### config.mk
export PLATFORM = sky130hd
export DESIGN_NAME = addsub_operand_sequencer_flat
export DESIGN_NICKNAME = d
export VERILOG_FILES = /design/src/rtl/addsub_operand_sequencer_if.sv /design/src/rtl/addsub_operand_sequencer.sv /design/src/flat_wrapper.sv
export SDC_FILE = /design/constraint.sdc
export NUM_CORES = 1
export LEC_CHECK = 0
export BUFFER_PORTS_ARGS = -buffer_cell sky130_fd_sc_hd__buf_2
export CAP_MARGIN = 20
export CORE_MARGIN = 2
export CORE_UTILIZATION = 56
export DETAILED_ROUTE_END_ITERATION = 12
export PLACE_DENSITY = 0.78
export SLEW_MARGIN = 5
export SYNTH_ARGS = -nofsm -noshare
export SYNTH_HDL_FRONTEND = slang
export SYNTH_SLANG_ARGS = --single-unit
### constraint.sdc
create_clock -name clk -period 2.8 [get_ports clk]
set_input_delay 0.14 -clock clk [delete_from_list [all_inputs] [get_ports clk]]
set_output_delay 0.14 -clock clk [all_outputs]
set_load 0.02 [all_outputs]
### src/rtl/addsub_operand_sequencer_if.sv
// Operand/result bus between the sequencer and the combinational 4-bit adder/subtractor.
// The sequencer drives registered operands and mode; the adder answers with result and carry.
interface addsub_operand_sequencer_if;
  logic [3:0] adder_a0;
  logic [3:0] adder_a1;
  logic       adder_s;
  logic [3:0] adder_r;
  logic       adder_cout;

  modport master (
    output adder_a0,
    output adder_a1,
    output adder_s,
    input  adder_r,
    input  adder_cout
  );

  modport slave (
    input  adder_a0,
    input  adder_a1,
    input  adder_s,
    output adder_r,
    output adder_cout
  );
endinterface

### src/rtl/addsub_operand_sequencer.sv
// Key-driven front end for the DE10-Lite 4-bit adder/subtractor: loads A, B and mode
// on debounced presses, captures the adder's answer and shows it on one hex digit.
module addsub_operand_sequencer #(
  parameter int DEBOUNCE_CYCLES = 500000
) (
  input  logic                        clk,
  input  logic                        rst,
  input  logic [3:0]                  sw,
  input  logic                        sw_mode,
  input  logic                        key_n,
  addsub_operand_sequencer_if.master  adder,
  output logic [6:0]                  hex0_n,
  output logic                        led_carry,
  output logic                        led_ovf,
  output logic [1:0]                  led_phase,
  output logic                        result_valid
);

  localparam int CW = (DEBOUNCE_CYCLES > 1) ? $clog2(DEBOUNCE_CYCLES) : 1;
  localparam logic [CW-1:0] CNT_LAST = CW'(DEBOUNCE_CYCLES - 1);

  typedef enum logic [1:0] {
    LOAD_A = 2'd0,
    LOAD_B = 2'd1,
    EXEC   = 2'd2,
    SHOW   = 2'd3
  } state_t;

  state_t        state_q, state_d;
  logic          key_meta, key_sync, key_level;
  logic [CW-1:0] deb_cnt;
  logic          press;
  logic [3:0]    result_q;
  logic          ovf_now;
  logic [3:0]    disp_nibble;

  // key_n is active-low, so level 1 means released; press fires only on an accepted fall.
  always_ff @(posedge clk or posedge rst) begin
    if (rst) begin
      key_meta  <= 1'b1;
      key_sync  <= 1'b1;
      key_level <= 1'b1;
      deb_cnt   <= '0;
      press     <= 1'b0;
    end else begin
      key_meta <= key_n;
      key_sync <= key_meta;
      press    <= 1'b0;
      if (key_sync != key_level) begin
        if (deb_cnt == CNT_LAST) begin
          key_level <= key_sync;
          deb_cnt   <= '0;
          press     <= ~key_sync;
        end else begin
          deb_cnt <= deb_cnt + CW'(1);
        end
      end else begin
        deb_cnt <= '0;
      end
    end
  end

  always_ff @(posedge clk or posedge rst) begin
    if (rst) state_q <= LOAD_A;
    else     state_q <= state_d;
  end

  always_comb begin
    state_d = state_q;
    case (state_q)
      LOAD_A:  if (press) state_d = LOAD_B;
      LOAD_B:  if (press) state_d = EXEC;
      EXEC:    state_d = SHOW;
      SHOW:    if (press) state_d = LOAD_A;
      default: state_d = LOAD_A;
    endcase
  end

  // Signed overflow: operands effectively share a sign (B inverted for subtract) but the result flips it.
  assign ovf_now = (adder.adder_a0[3] == (adder.adder_a1[3] ^ adder.adder_s)) &&
                   (adder.adder_r[3] != adder.adder_a0[3]);

  // result_valid is a level "valid" with no ready: it is high for the whole SHOW residency
  // and the user's next press acts as the consumer acknowledging it.
  always_ff @(posedge clk or posedge rst) begin
    if (rst) begin
      adder.adder_a0 <= '0;
      adder.adder_a1 <= '0;
      adder.adder_s  <= 1'b0;
      result_q       <= '0;
      led_carry      <= 1'b0;
      led_ovf        <= 1'b0;
      result_valid   <= 1'b0;
    end else begin
      case (state_q)
        LOAD_A: if (press) adder.adder_a0 <= sw;
        LOAD_B: if (press) begin
          adder.adder_a1 <= sw;
          adder.adder_s  <= sw_mode;
        end
        EXEC: begin
          result_q     <= adder.adder_r;
          led_carry    <= adder.adder_cout;
          led_ovf      <= ovf_now;
          result_valid <= 1'b1;
        end
        SHOW: if (press) begin
          led_carry    <= 1'b0;
          led_ovf      <= 1'b0;
          result_valid <= 1'b0;
        end
        default: ;
      endcase
    end
  end

  assign led_phase   = state_q;
  assign disp_nibble = (state_q == SHOW) ? result_q : sw;

  always_comb begin
    hex0_n = 7'b1111111;
    case (disp_nibble)
      4'h0: hex0_n = 7'b1000000;
      4'h1: hex0_n = 7'b1111001;
      4'h2: hex0_n = 7'b0100100;
      4'h3: hex0_n = 7'b0110000;
      4'h4: hex0_n = 7'b0011001;
      4'h5: hex0_n = 7'b0010010;
      4'h6: hex0_n = 7'b0000010;
      4'h7: hex0_n = 7'b1111000;
      4'h8: hex0_n = 7'b0000000;
      4'h9: hex0_n = 7'b0010000;
      4'hA: hex0_n = 7'b0001000;
      4'hB: hex0_n = 7'b0000011;
      4'hC: hex0_n = 7'b1000110;
      4'hD: hex0_n = 7'b0100001;
      4'hE: hex0_n = 7'b0000110;
      4'hF: hex0_n = 7'b0001110;
      default: hex0_n = 7'b1111111;
    endcase
  end

endmodule

### src/flat_wrapper.sv
// flat-port wrapper written by rule: the top's interface ports become plain ports
module addsub_operand_sequencer_flat 
#(
  parameter int DEBOUNCE_CYCLES = 500000
)
  (clk, rst, sw, sw_mode, key_n, hex0_n, led_carry, led_ovf, led_phase, result_valid, adder_adder_a0, adder_adder_a1, adder_adder_s, adder_adder_r, adder_adder_cout);
  addsub_operand_sequencer_if adder_i ();
  input  logic clk;
  input  logic rst;
  input  logic [3:0] sw;
  input  logic sw_mode;
  input  logic key_n;
  output logic [6:0] hex0_n;
  output logic led_carry;
  output logic led_ovf;
  output logic [1:0] led_phase;
  output logic result_valid;
  output wire logic [$bits(adder_i.adder_a0)-1:0] adder_adder_a0;
  output wire logic [$bits(adder_i.adder_a1)-1:0] adder_adder_a1;
  output wire logic [$bits(adder_i.adder_s)-1:0] adder_adder_s;
  input wire logic [$bits(adder_i.adder_r)-1:0] adder_adder_r;
  input wire logic [$bits(adder_i.adder_cout)-1:0] adder_adder_cout;
  assign adder_adder_a0 = adder_i.adder_a0;
  assign adder_adder_a1 = adder_i.adder_a1;
  assign adder_adder_s = adder_i.adder_s;
  assign adder_i.adder_r = adder_adder_r;
  assign adder_i.adder_cout = adder_adder_cout;
  addsub_operand_sequencer #(.DEBOUNCE_CYCLES(DEBOUNCE_CYCLES)) u_core (.clk(clk), .rst(rst), .sw(sw), .sw_mode(sw_mode), .key_n(key_n), .adder(adder_i), .hex0_n(hex0_n), .led_carry(led_carry), .led_ovf(led_ovf), .led_phase(led_phase), .result_valid(result_valid));
endmodule
==> results of run 1 <==
## worst paths after layout
path	startpoint	to	cells past startpoint
max in group asynchronous	rst	u_core.key_sync	4
worst max register to register	u_core.deb_cnt[0]	u_core.deb_cnt[16]	5
worst min register to register	u_core.key_meta	u_core.key_sync	0
worst max-delay path	u_core.led_phase[1]	hex0_n[3]	6
min in group asynchronous	rst	u_core.deb_cnt[2]	4
worst min-delay path	adder_adder_r[2]	u_core.result_q[2]	2
## power by group
part	switching, mW	internal (mW)	total [mW]
clock network	0.215	0.359	0.574
logic	0.0722	0.0470	0.119
registers	0.00894	0.604	0.613
total	0.296	1.01	1.31
## placed cells by master, fill, tap and decap left out, types with 2 or more instances in the layout
| cell type | instances |
|---|---|
| dlygate4sd3_1 | 2 |
| nor3_1 | 4 |
| inv_1 | 9 |
| o31ai_1 | 3 |
| xor2_1 | 6 |
| buf_4 | 5 |
| o21ai_0 | 7 |
| xnor2_1 | 8 |
| or3_2 | 3 |
| nand3_1 | 7 |
| nor4_1 | 3 |
| o22ai_1 | 2 |
| bufinv_16 | 2 |
| nand2_1 | 13 |
| buf_2 | 33 |
| dfrtp_1 | 38 |
| clkbuf_8 | 5 |
| nor2b_1 | 2 |
| mux2i_1 | 5 |
| nand3b_1 | 2 |
| dfstp_2 | 3 |
| mux2_2 | 15 |
| nor2_1 | 18 |
| or4_1 | 5 |
| nand4_1 | 3 |
| ha_1 | 11 |
| nand2b_1 | 2 |
| and2_1 | 2 |
| a21oi_1 | 9 |
## logic make-up after synthesis
kind of cell               after synthesis
buffers and inverters                   14
xor gates and xnor gates                14
muxes                                   22
AOI/OAI and AO/OA                       25
adders and majority gates               12
and+or+nand+nor                         72
DFF                                     41
## registers in the layout, indices dropped and copies added, names as in the netlist
register               count
u_core.adder.adder_a0      4
u_core.adder.adder_a1      4
u_core.adder.adder_s       1
u_core.deb_cnt            19
u_core.key_level           1
u_core.key_meta            1
u_core.key_sync            1
u_core.led_carry           1
u_core.led_ovf             1
u_core.led_phase           2
u_core.press               1
u_core.result_q            4
u_core.result_valid        1
## worst max-delay path: stages (launching register included)
cell	delay, ps
dfrtp_1	430
ha_2	350
mux2i_2	380
inv_1	150
ha_1	270
mux4_2	450
buf_2	170
## metal layers
metal | GRT usage | share of wire | up-vias
met4 | 0.0781 | 0.017 | 0
li1 | - | - | 787
met1 | 0.265 | 0.44 | 780
met2 | 0.350 | 0.50 | 39
met3 | 0.0477 | 0.046 | 8
met5 | 0 | 0 | -
## cell type report
type	count	area [um2]	area share
multi-input combinational	145	1070	0.419
sequential	41	1030	0.403
timing repair buffer	40	223	0.0872
clock buffer	5	68.8	0.0269
clock inverter	3	68.8	0.0269
tap	48	60.1	0.0235
inverter	9	33.8	0.0132
## repair_timing
item | CTS | global route
endpoints found under the setup margin | 1 | 1
gates resized for setup | 1 | 1
hold endpoints to repair | 39 | 0
hold buffers | 2 | 0
## per-stage QoR
step,utilization,area (um2)
3_3_place_gp,0.653,2390
3_5_place_dp,0.653,2390
4_1_cts,0.697,2550
2_1_floorplan,-,2150
5_1_grt,0.698,2550
6_report,0.698,2550
## cells in the mapped netlist (2+ instances only)
master / n / area [um2]
ha_1: 12 / 150
nor2b_1: 2 / 12.5
inv_1: 9 / 33.8
a21oi_1: 9 / 45.0
nand3b_1: 2 / 15.0
clkbuf_1: 4 / 15.0
nand2_1: 13 / 48.8
or4_1: 5 / 37.5
o22ai_1: 2 / 12.5
or3_2: 3 / 22.5
nand3_1: 7 / 35.0
and2_1: 2 / 12.5
nand4_1: 3 / 18.8
dfstp_2: 3 / 78.8
xor2_1: 6 / 52.6
o31ai_1: 3 / 22.5
nor4_1: 3 / 18.8
xnor2_1: 8 / 70.1
mux2i_1: 6 / 60.1
mux2_2: 15 / 169
nor2_1: 18 / 67.6
o21ai_0: 7 / 35.0
nand2b_1: 2 / 12.5
nor3_1: 4 / 20.0
dfrtp_1: 38 / 951
==> run metrics, run 1 <==
Fill cells 263; layout cells sized above 1 0.305; R2R Setup Slk 720 ps; xor/xnor cell area share of the yosys netlist 0.0571; Worst Tran Pin Value 678 ps; fin. max-slew vios 0; crit-path max FO 9; critical path class register to output port; fin crit period 2640 ps; total CTS buffers 5; Design Power 1.31 mW; Synth Register Bits 41; final WL 4140 um; Post-synth top flop dfrtp_1; Adder-Cell Fraction of Synth Area 0.0699; DRC 0; # IOs 34; die area 4350 um2; Sink Count 41; Avg WL per Cell 14.2 um; Synth async-reset ratio 1.00; crit end category output port; post-synth cell types 39; simple-gate area share of the yosys netlist 0.181; CP Data Arrival Time 2500 ps; vias in the first global route 1558; FP Rows 22; post-synthesis mux area share 0.117; Rel. slew slack 0.546; DRT antenna net count 0; GR Overflow Total 0; largest net degree at the start of global routing 42; core area 3660 um2; Max Clk Rate 379 MHz; Synth Instances 200; mapped cell area 2150 um2; Bufs on Longest Clock Path 2; Die Span Y 65.9 um; PwrDens 512 nW/um2; Worst Hold Class primary input to register; final hold vios 0; peak supply drop 380 uV; setup bufs post-CTS 0; RSZ-0062 raised after global routing false; DR vias/cell 5.55; Compound-Gate Fraction of Synth Area 0.0705; clk_skew 6.61 ps; CTS clk-pin slew, worst paths 80 ps; Final Setup Violations 0; first-pass GRT wire length 6910 um; final worst slack 165 ps; Area Overhead vs Synth 18.9%; Placed Cells 281; clock latency on the worst-skew pair 300 ps; worst slack, placed 296 ps; Fin Setup TNS 0 ps; Critical Path Source Type register; final non-filler cell total 291; Die Wd 65.9 um; CTS H-tree lvls 2; drt initial violations 77; max_cap viols 0; EDFF count, synth 0; Fin Hold WS 76.5 ps; main combinational cell family by area after synthesis simple AND/OR/NAND/NOR gates; syn_nets 225; Initial DRT Pass Iterations 4; port bufs 33; syn_area_per_cell 10.7 um2; total track usage 0.210; synth warn 0; final net count 267; Initial Utilization 0.586; CTS root buf clkbuf_8; detailed-route via count 1614; CTS tree yes; fin crit share 0.941; HPWL reported at the end of detailed placement 3030 um; register area share after synthesis 0.480; gp weighted congestion 0.806; Pleak 1.14 nW; initial antenna violation count 0; Required @ worst endpoint 2660 ps; status completed; Antenna Cells 0
(Power assumes the default switching activity.)
==> run 2: changes to the inputs <==
ABC_AREA = 1   (was unset)
CORE_UTILIZATION = 57   (was 56)
==> run 2 against run 1 <==
Effect of this change:
- hold slack worse by 19 ps
- count of clock-buffer cells in the layout rose by 1
- non-clock buffer count decreased by 4
- synthesized area grew 11%
- die area rose by 8.8%
- first-iteration DRC count rose by 23%
- utilization down 1.6 points
- total power shrank 10%
- final cell count rose by 36%
- via count increased by 23%
- design area is 7.5% higher
==> run metrics, run 2 <==
Compound-Gate Fraction of Synth Area 0.0822; PwrDens 426 nW/um2; simple-gate area share of the yosys netlist 0.304; # IOs 34; cts repair resizes 0; vias in the first global route 1862; Worst setup endpoint hex0_n[1]; Required @ worst endpoint 2660 ps; Critical Path, Cell by Cell ha_1 -> o21ai_1 -> inv_1 -> ha_1 -> inv_1 -> nor2_1 -> nand2_1 -> nand2_1 -> buf_2; grt met3 use 0.0357; R2R cell count 5; most common cell in the synthesized netlist nand2_1; fin. max-slew vios 0; main combinational cell family by area after synthesis simple AND/OR/NAND/NOR gates; clk_skew 9.15 ps; CP max stage delay 410 ps; multi-input logic area 1200 um2; met2 track demand over resource 0.389; xor/xnor cell area share of the yosys netlist 0.0435; Area contributors post-synth dfrtp_1, nand2_1, nor2_1; Psw 272 uW; DRT antenna net count 0; Pleak 1.32 nW; Critical Path Source Type register; initial antenna violation count 0; Synth Instances 304; post-synthesis mux area share 0.00942; Worst Path Buf+Inv 3; final worst slack 301 ps; Adder-Cell Fraction of Synth Area 0.0628; peak supply drop 340 uV; Bufs on Longest Clock Path 2; CP Data Arrival Time 2360 ps; Sw Share 0.233; Comb pwr share 0.079; critical path class register to output port; Worst path slowest cell dfrtp_1; worst slack, placed 608 ps; Antenna Cells 0; R2R Setup Slk 1240 ps; Synth async-reset ratio 1.00; Avg WL per Cell 12.3 um; Area Overhead vs Synth 14.9%; Design Power 1.17 mW; die area 4730 um2; clock latency on the worst-skew pair 300 ps; crit-path max FO 10; Top Usage Layer GRT met2; core area 4030 um2; total CTS buffers 5; Synth Register Bits 41; Register Area 1030 um2; final net count 370; Core Util, Final 0.681; WP depth 9; drt initial violations 95; fin crit share 0.893; largest net degree at the start of global routing 42; DR vias/cell 5.01; synth warn 0; Yosys top cell area share 0.398; Post-synth top cells nand2_1, nor2_1, dfrtp_1; CTS clk-pin slew, worst paths 90 ps; mapped cell area 2390 um2; status completed; port bufs 33; Fin Setup TNS 0 ps; top cell family by delay on the critical path adder cells; post-synth cell types 33; first-pass GRT wire length 7970 um; hold path startpoint adder_adder_r[0]; HPWL reported at the end of detailed placement 3720 um; Setup crit start u_core.led_phase[0]; max_cap viols 0; CTS tree yes; Worst Hold Class primary input to register; Sink Count 41; fin crit period 2500 ps; final hold vios 0; Rel. slew slack 0.664; Die Span Y 68.8 um; Largest Register u_core.deb_cnt; leading area contributor after synthesis dfrtp_1; DRC 0; Initial Utilization 0.593; EDFF count, synth 0; worst r2r src u_core.led_phase[1]; final non-filler cell total 396; detailed-route via count 1982; CTS H-tree lvls 2; syn_area_per_cell 7.86 um2; worst r2r dst u_core.led_phase[0]; GR Overflow Total 0; FP Rows 23; RSZ-0062 raised after global routing false; Initial DRT Pass Iterations 4; CTS root buf clkbuf_8; Max Clk Rate 400 MHz; Largest register FFs 19; clock share of power 0.405; total track usage 0.230; register area share after synthesis 0.431; final WL 4880 um; Final Setup Violations 0; most frequent cells in the layout nand2_1, nor2_1, dfrtp_1, inv_1, buf_2; Worst Tran Pin Value 504 ps; Fill cells 352; Die Wd 68.8 um; crit end category output port; Placed Cells 386; met1 Usage GRT 0.283; Int Pwr 898 uW; layout cells sized above 1 0.205; gp weighted congestion 0.890; commonest non-fill, non-tap cell in the layout nand2_1; Flop pwr share 0.516; Post-synth top flop dfrtp_1; syn_nets 329
## run 2: power by group through the flow
stage	clock network, mW	logic (mW)	registers [mW]
after detailed placement	0	0.0915	0.615
after floorplan	0	0.0594	0.615
after global routing	0.508	0.107	0.604
after global placement	0	0.0907	0.615
final	0.474	0.0930	0.604
after CTS	0.481	0.0940	0.604
## run 2: stage by stage
step	hold slack, ps	cell area (um2)
floorplan	144	2390
global placement	246	2610
detailed placement	247	2610
CTS	61.7	2750
global route	69.2	2750
finish	57.6	2750
## run 2: area by class of cell
class	instances	area share
clock inverters	2	0.0141
inverters	40	0.0547
well taps	50	0.0228
clock buffers	6	0.0264
multi-input cells	221	0.437
flip-flops and latches	41	0.375
repair buffers	36	0.0702
## run 2: cell families after synthesis
group	Yosys count
AO/OA/AOI/OAI	35
AND/OR/NAND/NOR	161
adder cells (fa/ha/maj)	12
multiplexers	2
XOR/XNOR	11
flip-flops	41
buffers and inverters	42
## run 2: repair_timing
item	in CTS	in global routing
setup buffers	0	0
hold endpoints to repair	39	0
hold buffers	2	0
## run 2: worst min-delay path by stage
stage,end,slack [ps],cells past startpoint
2_1_floorplan,u_core.key_meta,140,0
3_5_place_dp,u_core.key_meta,250,1
5_1_grt,u_core.adder.adder_s,70,2
6_report,u_core.result_q[0],60,3
3_3_place_gp,u_core.key_meta,250,1
4_1_cts,u_core.result_q[0],60,3
## run 2: layer usage
metal	part of all wire	wire length, um	vias up
met2	0.49	2390	48
met3	0.053	261	4
met5	0	0	-
met1	0.45	2190	902
met4	0.0090	44	0
li1	-	-	1028
## run 2: worst reg2reg max path, cell delays in order, from the launching register on
cell     delay, ps
dfrtp_1        390
ha_1           400
inv_1          140
a21oi_1        320
nor3_1         100
a21oi_1        130
==> run 3: changes to the inputs <==
REMOVE_ABC_BUFFERS = 1   (was unset)
==> run 3 against run 2 <==
Effect of this change:
- wire length shrank 0.59%
- design area grew 0.18%
- first-iteration DRC count grew 41%
- register-to-register slack gained 30 ps
- die area is the same
- fmax shrank 0.71%
- via count grew 0.61%
- total power grew 1.8%
- combinational power grew 0.8%
- clock skew shrank 2.0 ps
- critical path type unchanged
- largest power group unchanged
==> run metrics, run 3 (synthesis results as in run 2) <==
CTS tree yes; detailed-route via count 1994; Worst Tran Pin Value 619 ps; fin crit period 2520 ps; Initial Utilization 0.593; multi-input logic area 1200 um2; Largest Register u_core.deb_cnt; Die Span Y 68.8 um; max_cap viols 0; CP max stage delay 410 ps; die area 4730 um2; Required @ worst endpoint 2660 ps; final WL 4860 um; GR Overflow Total 0; Worst path slowest cell dfrtp_1; PwrDens 433 nW/um2; DRC 0; Design Power 1.19 mW; clock latency on the worst-skew pair 290 ps; crit end category output port; fin. max-slew vios 0; FP Rows 23; cts repair resizes 0; Comb pwr share 0.079; clock share of power 0.415; Fin Setup TNS 0 ps; CTS H-tree lvls 2; Rel. slew slack 0.587; final hold vios 0; DR vias/cell 5.04; Flop pwr share 0.507; RSZ-0062 raised after global routing false; Core Util, Final 0.683; CP Data Arrival Time 2380 ps; Critical Path, Cell by Cell ha_1 -> o21ai_1 -> inv_1 -> ha_1 -> inv_1 -> nor2_1 -> nand2_1 -> nand2_1 -> buf_2; Die Wd 68.8 um; peak supply drop 371 uV; Area Overhead vs Synth 15.1%; # IOs 34; worst slack, placed 575 ps; initial antenna violation count 0; critical path class register to output port; Sink Count 41; CTS root buf clkbuf_8; core area 4030 um2; total track usage 0.232; Fin Hold WS 59.4 ps; Placed Cells 386; Largest register FFs 19; commonest non-fill, non-tap cell in the layout nand2_1; Sw Share 0.227; final worst slack 283 ps; DRT antenna net count 0; status completed; crit-path max FO 10; largest net degree at the start of global routing 26; Antenna Cells 0; Int Pwr 921 uW; fin crit share 0.899; Final Setup Violations 0; Critical Path Source Type register; port bufs 33; layout cells sized above 1 0.205; first-pass GRT wire length 8040 um; final non-filler cell total 396; clk_skew 7.16 ps; Psw 270 uW; Initial DRT Pass Iterations 4; Bufs on Longest Clock Path 2; design area 2750 um2; Register Area 1030 um2; Fill cells 326; most frequent cells in the layout nand2_1, nor2_1, dfrtp_1, inv_1, buf_2; vias in the first global route 1842; total CTS buffers 5; Worst Hold Class primary input to register; drt initial violations 134; Pleak 1.32 nW; Avg WL per Cell 12.3 um; CTS clk-pin slew, worst paths 80 ps; Max Clk Rate 397 MHz; HPWL reported at the end of detailed placement 3710 um; gp weighted congestion 0.899; final net count 370; dpl cell area 2610 um2
## run 3: changes by cell type in the layout (fill, tap and decap cells not counted)
cell	delta
clkbuf_8	+1
clkinv_4	-1
## run 3: worst max-delay path, delay by kind of cell (launching register included)
family	cells	cell delay (ps)
adders and majority gates	2	650
DFF	1	410
and+or+nand+nor	3	270
AOI/OAI and AO/OA	1	410
buffers and inverters	3	340
## run 3: cell type report
type / count / area share
clock buffers: 7 / 0.0314
clock inverters: 1 / 0.0109
inverters: 40 / 0.0546
multi-input cells: 221 / 0.436
flip-flops and latches: 41 / 0.374
well taps: 50 / 0.0227
repair buffers: 36 / 0.0701
## run 3: per-layer routing
| layer | up-vias | share of wire | global-route usage |
|---|---|---|---|
| met5 | - | 0 | 0 |
| met4 | 0 | 0.012 | 0.0662 |
| met3 | 7 | 0.042 | 0.0584 |
| met2 | 37 | 0.48 | 0.401 |
| met1 | 920 | 0.47 | 0.288 |
| li1 | 1030 | - | - |
## run 3: path summary, 6_finish.rpt
| path | start | end | slack, ps | cells after the start |
|---|---|---|---|---|
| max reg2reg | u_core.led_phase[0] | u_core.led_phase[0] | 1270 | 5 |
| min | adder_adder_r[0] | u_core.result_q[0] | 60 | 3 |
| min reg2reg | u_core.key_meta | u_core.key_sync | 360 | 0 |
| min in group asynchronous | rst | u_core.adder.adder_s | 450 | 3 |
| max | u_core.led_phase[0] | hex0_n[1] | 280 | 9 |
| max in group asynchronous | rst | u_core.key_level | 1550 | 4 |
## run 3: power by group through the flow
stage / Combinational (mW) / Sequential (mW) / Clock [mW]
2_1_floorplan: 0.0594 / 0.615 / 0
3_3_place_gp: 0.0911 / 0.615 / 0
3_5_place_dp: 0.0921 / 0.615 / 0
4_1_cts: 0.0946 / 0.603 / 0.499
5_1_grt: 0.107 / 0.604 / 0.524
6_report: 0.0937 / 0.603 / 0.494
## run 3: what timing repair did
action                    4_1_cts  5_1_grt
hold buffers                    2        0
hold endpoints to repair       15        0
buffers inserted                0        0
